File: src/rtl/operand_fetch.sv
// operand_fetch: register-read stage and 32-entry architectural register file.
//
// Captures decoded rs1/rs2/rd indices from decode under the four-state
// ready-to-send/ready-to-receive handshake. It presents forwarded operands to
// execute from the captured indices.
//
// Optional feature macro: OPERAND_FETCH_BYPASS_EN.
//   Defined   - the bypass port and the same-cycle write path forward into
//               the operands.
//   Undefined - operands come from the register file only. A write becomes
//               visible one cycle after its strobe.
//
// Ports:
//   clk, rst                   clock; synchronous active-high reset
//   startSig                   pipeline start pulse
//   beforePipReadyToSend       decode holds a valid item
//   nextPipReadyToRcv          execute can accept
//   curPipReadyToRcv           this stage accepts from decode this cycle
//   curPipReadyToSend          this stage holds a valid item for execute
//   dec_rs1/rs2/rd_idx         decoded register indices
//   dec_rd_valid               instruction writes rd
//   rf_wr_idx/val/en           write-back write port
//   bp_idx/val                 write-back bypass port (bp_idx 0 = none)
//   op_rs1_val, op_rs2_val     forwarded operands
//   op_rd_idx, op_rd_valid     captured rd fields
module operand_fetch #(
  parameter int unsigned XLEN    = 32,
  parameter int unsigned REG_IDX = 5,
  parameter int unsigned AMT_REG = 32
) (
  input  logic               clk,
  input  logic               rst,
  input  logic               startSig,
  input  logic               beforePipReadyToSend,
  input  logic               nextPipReadyToRcv,
  output logic               curPipReadyToRcv,
  output logic               curPipReadyToSend,
  input  logic [REG_IDX-1:0] dec_rs1_idx,
  input  logic [REG_IDX-1:0] dec_rs2_idx,
  input  logic [REG_IDX-1:0] dec_rd_idx,
  input  logic               dec_rd_valid,
  input  logic [REG_IDX-1:0] rf_wr_idx,
  input  logic [XLEN-1:0]    rf_wr_val,
  input  logic               rf_wr_en,
  input  logic [REG_IDX-1:0] bp_idx,
  input  logic [XLEN-1:0]    bp_val,
  output logic [XLEN-1:0]    op_rs1_val,
  output logic [XLEN-1:0]    op_rs2_val,
  output logic [REG_IDX-1:0] op_rd_idx,
  output logic               op_rd_valid
);

  localparam logic [2:0] stIdle     = 3'b000;
  localparam logic [2:0] stWaitBef  = 3'b001;
  localparam logic [2:0] stSending  = 3'b010;
  localparam logic [2:0] stWaitSend = 3'b100;

  logic [2:0]         stateQ, stateD;
  logic [REG_IDX-1:0] rs1IdxQ, rs2IdxQ, rdIdxQ;
  logic               rdValidQ;
  logic               accept;
  logic [XLEN-1:0]    rf [AMT_REG];

  // Handshake
  assign curPipReadyToSend = (stateQ == stSending) || (stateQ == stWaitSend);
  assign curPipReadyToRcv  = (stateQ == stWaitBef) || (curPipReadyToSend && nextPipReadyToRcv);
  assign accept            = beforePipReadyToSend && (startSig || curPipReadyToRcv);

  always_comb begin
    stateD = stateQ;
    if (startSig) begin
      stateD = beforePipReadyToSend ? stSending : stWaitBef;
    end else begin
      case (stateQ)
        stWaitBef: stateD = beforePipReadyToSend ? stSending : stWaitBef;
        stSending, stWaitSend: begin
          if (nextPipReadyToRcv) stateD = beforePipReadyToSend ? stSending : stWaitBef;
          else                   stateD = stWaitSend;
        end
        default: stateD = stIdle;
      endcase
    end
  end

  always_ff @(posedge clk) begin
    if (rst) begin
      stateQ   <= stIdle;
      rs1IdxQ  <= '0;
      rs2IdxQ  <= '0;
      rdIdxQ   <= '0;
      rdValidQ <= 1'b0;
    end else begin
      stateQ <= stateD;
      if (accept) begin
        rs1IdxQ  <= dec_rs1_idx;
        rs2IdxQ  <= dec_rs2_idx;
        rdIdxQ   <= dec_rd_idx;
        rdValidQ <= dec_rd_valid;
      end
    end
  end

  // Register file; entry 0 is never written and reads as 0 through the operand mux.
  always_ff @(posedge clk) begin
    if (rst) begin
      for (int i = 0; i < int'(AMT_REG); i++) rf[i] <= '0;
    end else if (rf_wr_en && (rf_wr_idx != '0)) begin
      rf[rf_wr_idx] <= rf_wr_val;
    end
  end

`ifdef OPERAND_FETCH_BYPASS_EN
  function automatic logic [XLEN-1:0] readOperand(input logic [REG_IDX-1:0] idx);
    if (idx == '0)                          return '0;
    else if (bp_idx != '0 && bp_idx == idx) return bp_val;
    else if (rf_wr_en && rf_wr_idx == idx)  return rf_wr_val;
    else                                    return rf[idx];
  endfunction
`else
  function automatic logic [XLEN-1:0] readOperand(input logic [REG_IDX-1:0] idx);
    if (idx == '0) return '0;
    else           return rf[idx];
  endfunction

  // Bypass port is intentionally ignored in this build.
  logic unusedBypass;
  assign unusedBypass = ^{bp_idx, bp_val};
`endif

  // Re-evaluated every cycle so late writes are seen while waiting to send.
  assign op_rs1_val  = readOperand(rs1IdxQ);
  assign op_rs2_val  = readOperand(rs2IdxQ);
  assign op_rd_idx   = rdIdxQ;
  assign op_rd_valid = rdValidQ;

endmodule

File: config.mk
export PLATFORM = sky130hd
export DESIGN_NAME = operand_fetch
export DESIGN_NICKNAME = d
export VERILOG_FILES = /design/src/rtl/operand_fetch.sv
export SDC_FILE = /design/constraint.sdc
export NUM_CORES = 2
export LEC_CHECK = 0
export CAP_MARGIN = 20
export CORE_MARGIN = 5
export CORE_UTILIZATION = 60
export CTS_CLUSTER_DIAMETER = 50
export DETAILED_ROUTE_END_ITERATION = 6
export PLACE_DENSITY_LB_ADDON = 0.12
export SYNTH_ARGS = -nofsm -noshare
export SYNTH_HDL_FRONTEND = slang
export SYNTH_SLANG_ARGS = --single-unit
File: constraint.sdc
create_clock -name clk -period 3.7 [get_ports clk]
set_clock_uncertainty 0.15 [all_clocks]
set_input_delay 1.11 -clock clk [delete_from_list [all_inputs] [get_ports clk]]
set_output_delay 1.11 -clock clk [all_outputs]
set_load 0.03 [all_outputs]
==> flow_metrics.env <==
export IMPL_drc=0
export IMPL_cpMaxStageDelayCell="nor2_4"
export IMPL_rows=112
export IMPL_ys_ff_latch=1053
export IMPL_synth_top_area_share_pct=55.0
export IMPL_p_per_area_mw_per_mm2=474
export IMPL_place_area_mm2=0.0604
export IMPL_critPathKind="register to primary output"
export IMPL_grt_max_degree=47
export IMPL_drt_first_pass_iters=7
export IMPL_ys_top_cells_by_count="edfxtp_1 (1024), and2_1 (993), mux4_2 (408), mux2i_1 (272), clkbuf_1 (226)"
export IMPL_gp_congestion=0.907
export IMPL_synth_cell_types=48
export IMPL_synth_area_per_cell_um2=15.4
export IMPL_yosysMostFrequentCell="edfxtp_1"
export IMPL_cts_made_buffers=134
export IMPL_yosysTopAreaCell="edfxtp_1"
export IMPL_path_cells="buf_6, clkbuf_16, buf_4, nor2_4, a221oi_1, o21ai_1, buf_4, a31oi_1, bufbuf_16"
export IMPL_stdcell_area_mm2=0.0680
export IMPL_p_switching_mw=8.54
export IMPL_synth_edff_count=1024
export IMPL_fin_crit_sh_pct=116
export IMPL_grt_pass1_vias=38700
export IMPL_internal_power_mw=23.7
export IMPL_drive_above_1_share_pct=33.6
export IMPL_grt_pass1_wl_um=265000
export IMPL_p_leak_nw=23.4
export IMPL_setup_viol=64
export IMPL_die_x_um=315
export IMPL_cp_start_kind="register"
export IMPL_cts_tree="built"
export IMPL_combPwrFrac_pct=16.9
export IMPL_insertion_delay_ps=750
export IMPL_htree_levels=4
export IMPL_drv_slew=0
export IMPL_gr_total_overflow=0
export IMPL_synth_area_top_cells="edfxtp_1 (55%), mux4_2 (16%), and2_1 (11%)"
export IMPL_end_kind="primary output"
export IMPL_cp_required_ps=2440
export IMPL_initial_utilization_pct=60.2
export IMPL_core_mm2=0.0929
export IMPL_hp_class="register to register"
export IMPL_antenna_found_initial=13
export IMPL_cts_path_max_buffers=3
export IMPL_gr_usage_all_layers_pct=37.3
export IMPL_wl_per_cell_um=35.0
export IMPL_hold_viol=0
export IMPL_first_iter_violations=5639
export IMPL_post_place_cells=4939
export IMPL_setup_ws_ps=-602
export IMPL_die_area_mm2=0.0994
export IMPL_violations="setup timing"
export IMPL_syn_inst=3634
export IMPL_vdd_ir_drop_worst_v=0.000447
export IMPL_rsz0062_at_grt="true"
export IMPL_cp_common_cell="buf_4"
export IMPL_p_total_mw=32.2
export IMPL_path_clk_slew_ps=50
export IMPL_cts_sinks=1053
export IMPL_fin_setup_tns_ps=-33350
export IMPL_crit_fanout=11
export IMPL_root_buffer="clkbuf_16"
export IMPL_vias_per_cell=7.08
export IMPL_p_seq_share_pct=43.8
export IMPL_synth_top_flop_cell="edfxtp_1"
export IMPL_yosys_warnings=0
export IMPL_drt_total_wl_um=186000
export IMPL_status="complete, but fails checks"
export IMPL_p_clk_share_pct=39.3
export IMPL_nets=4050
export IMPL_ios=168
export IMPL_min_period_ps=4300
export IMPL_io_buffers=130
export IMPL_synthesis_area_mm2=0.0559
export IMPL_critPathMaxStageDelay_ps=540
export IMPL_drv_cap=0
export IMPL_cp_top_family="buffers and inverters"
export IMPL_fmax_mhz=232
export IMPL_antenna_left=0
export IMPL_ys_seq_area_share_pct=56.0
export IMPL_synthArstFlopShare_pct=0
export IMPL_switching_share_pct=26.5
export IMPL_relSlewSlack_pct=20.7
export IMPL_areaGrowthSynthToFinish_pct=21.6
export IMPL_worst_slew_pin_slew_ps=1190
export IMPL_dp_hpwl_um=112000
export IMPL_cp_buffers_inverters=5
export IMPL_die_h_um=315
export IMPL_layout_cells_non_filler=5323
export IMPL_whs_ps=350
export IMPL_via_count=37700
export IMPL_cp_data_arrival_time_ps=3040
==> worst paths after layout <==
check	start	endpoint	slack, ps	depth (start not counted)
worst max-delay path	register	op_rs2_val[4]	-600	9
worst min-delay path	op_rd_idx[0]$_SDFFE_PP0P_	op_rd_idx[0]$_SDFFE_PP0P_	350	2
worst max register to register	stateQ[1]$_SDFF_PP0_	register	1620	6
worst min register to register	op_rd_idx[0]$_SDFFE_PP0P_	op_rd_idx[0]$_SDFFE_PP0P_	350	2
==> layout by cell type, fill, tap and decap left out, drive strengths merged, types with 3 or more instances in the layout <==
cell / Yosys / layout
a221o: 64 / 64
a221oi: 47 / 47
a22oi: 64 / 64
a31oi: 64 / 64
and2: 994 / 994
buf: 145 / 467
bufbuf: 0 / 7
bufinv: 0 / 8
clkbuf: 236 / 171
clkdlybuf4s50: 0 / 64
clkinv: 0 / 50
clkinvlp: 0 / 9
conb: 1 / 32
dfxtp: 29 / 29
diode: 0 / 11
edfxtp: 1024 / 1024
inv: 2 / 13
mux2i: 272 / 272
mux4: 448 / 448
nand2: 36 / 36
nand3b: 3 / 3
nor2: 71 / 73
nor2b: 6 / 6
o2111ai: 17 / 17
o21ai: 47 / 47
or2: 31 / 31
==> cell type report <==
type                       count  area, µm²
clock buffer                 162       3570
multi-input combinational   2216      23600
fill                        5579      24900
clock inverter                78        686
sequential                  1053      31400
timing repair buffer         547       7150
inverter                       2       21.3
antenna                       11       27.5
tap                         1254       1570
==> tightest hold or removal path: stages, from the launching register on <==
cell	delay (ps)
dfxtp_1	320
mux2i_1	70
nor2_1	70
==> kinds of logic (layout without fill, tap and decap cells) <==
family | count (synthesis) | after routing | share of synthesized area (%)
buffers and inverters | 398 | 789 | 4.06
AND/OR/NAND/NOR | 1157 | 1159 | 12.5
multiplexers | 720 | 720 | 23.2
other | 1 | 43 | 0.00671
flip-flops | 1053 | 1053 | 56.0
XOR/XNOR | 1 | 1 | 0.0157
AO/OA/AOI/OAI | 304 | 304 | 4.16
==> registers in the layout, indices dropped and copies added, names as in the netlist, named ones only <==
register and flops:
op_rd_idx 5, stateQ 3, rs1IdxQ 5, op_rd_valid 1, rf 1024, rs2IdxQ 5
==> power groups by stage <==
stage          logic, mW  clock network (mW)  registers, mW
6_report            5.46                12.7           14.1
5_1_grt             5.59                13.3           14.2
4_1_cts             5.15                12.7           14.1
3_5_place_dp        4.64                   0           14.3
3_3_place_gp        4.57                   0           14.2
2_1_floorplan       2.65                   0           14.2
==> routing by layer <==
metal  vias to the layer above  wire [µm]  GRT usage [%]
li1                      14700          -              -
met1                     19100      61600           47.0
met2                      3101      89600           59.7
met3                       676      24000           10.1
met4                         0      10900           20.0
met5                         -          0              0
==> what timing repair did <==
item | 4_1_cts | 5_1_grt
gates cloned | 21 | 7
hold buffers | 0 | 0
pin swaps | 56 | 43
setup buffers | 71 | 38
setup endpoints to repair | 64 | 64
resized for setup | 245 | 133
==> metrics by stage <==
| stage | worst slack, ps | utilization, % |
|---|---|---|
| after global routing | -632 | 73.2 |
| final | -602 | 73.2 |
| after global placement | -46.4 | 65.0 |
| after floorplan | 501 | - |
| after CTS | -630 | 72.1 |
| after detailed placement | -63.8 | 65.0 |
Note: power is estimated with default switching activity, not from simulation.
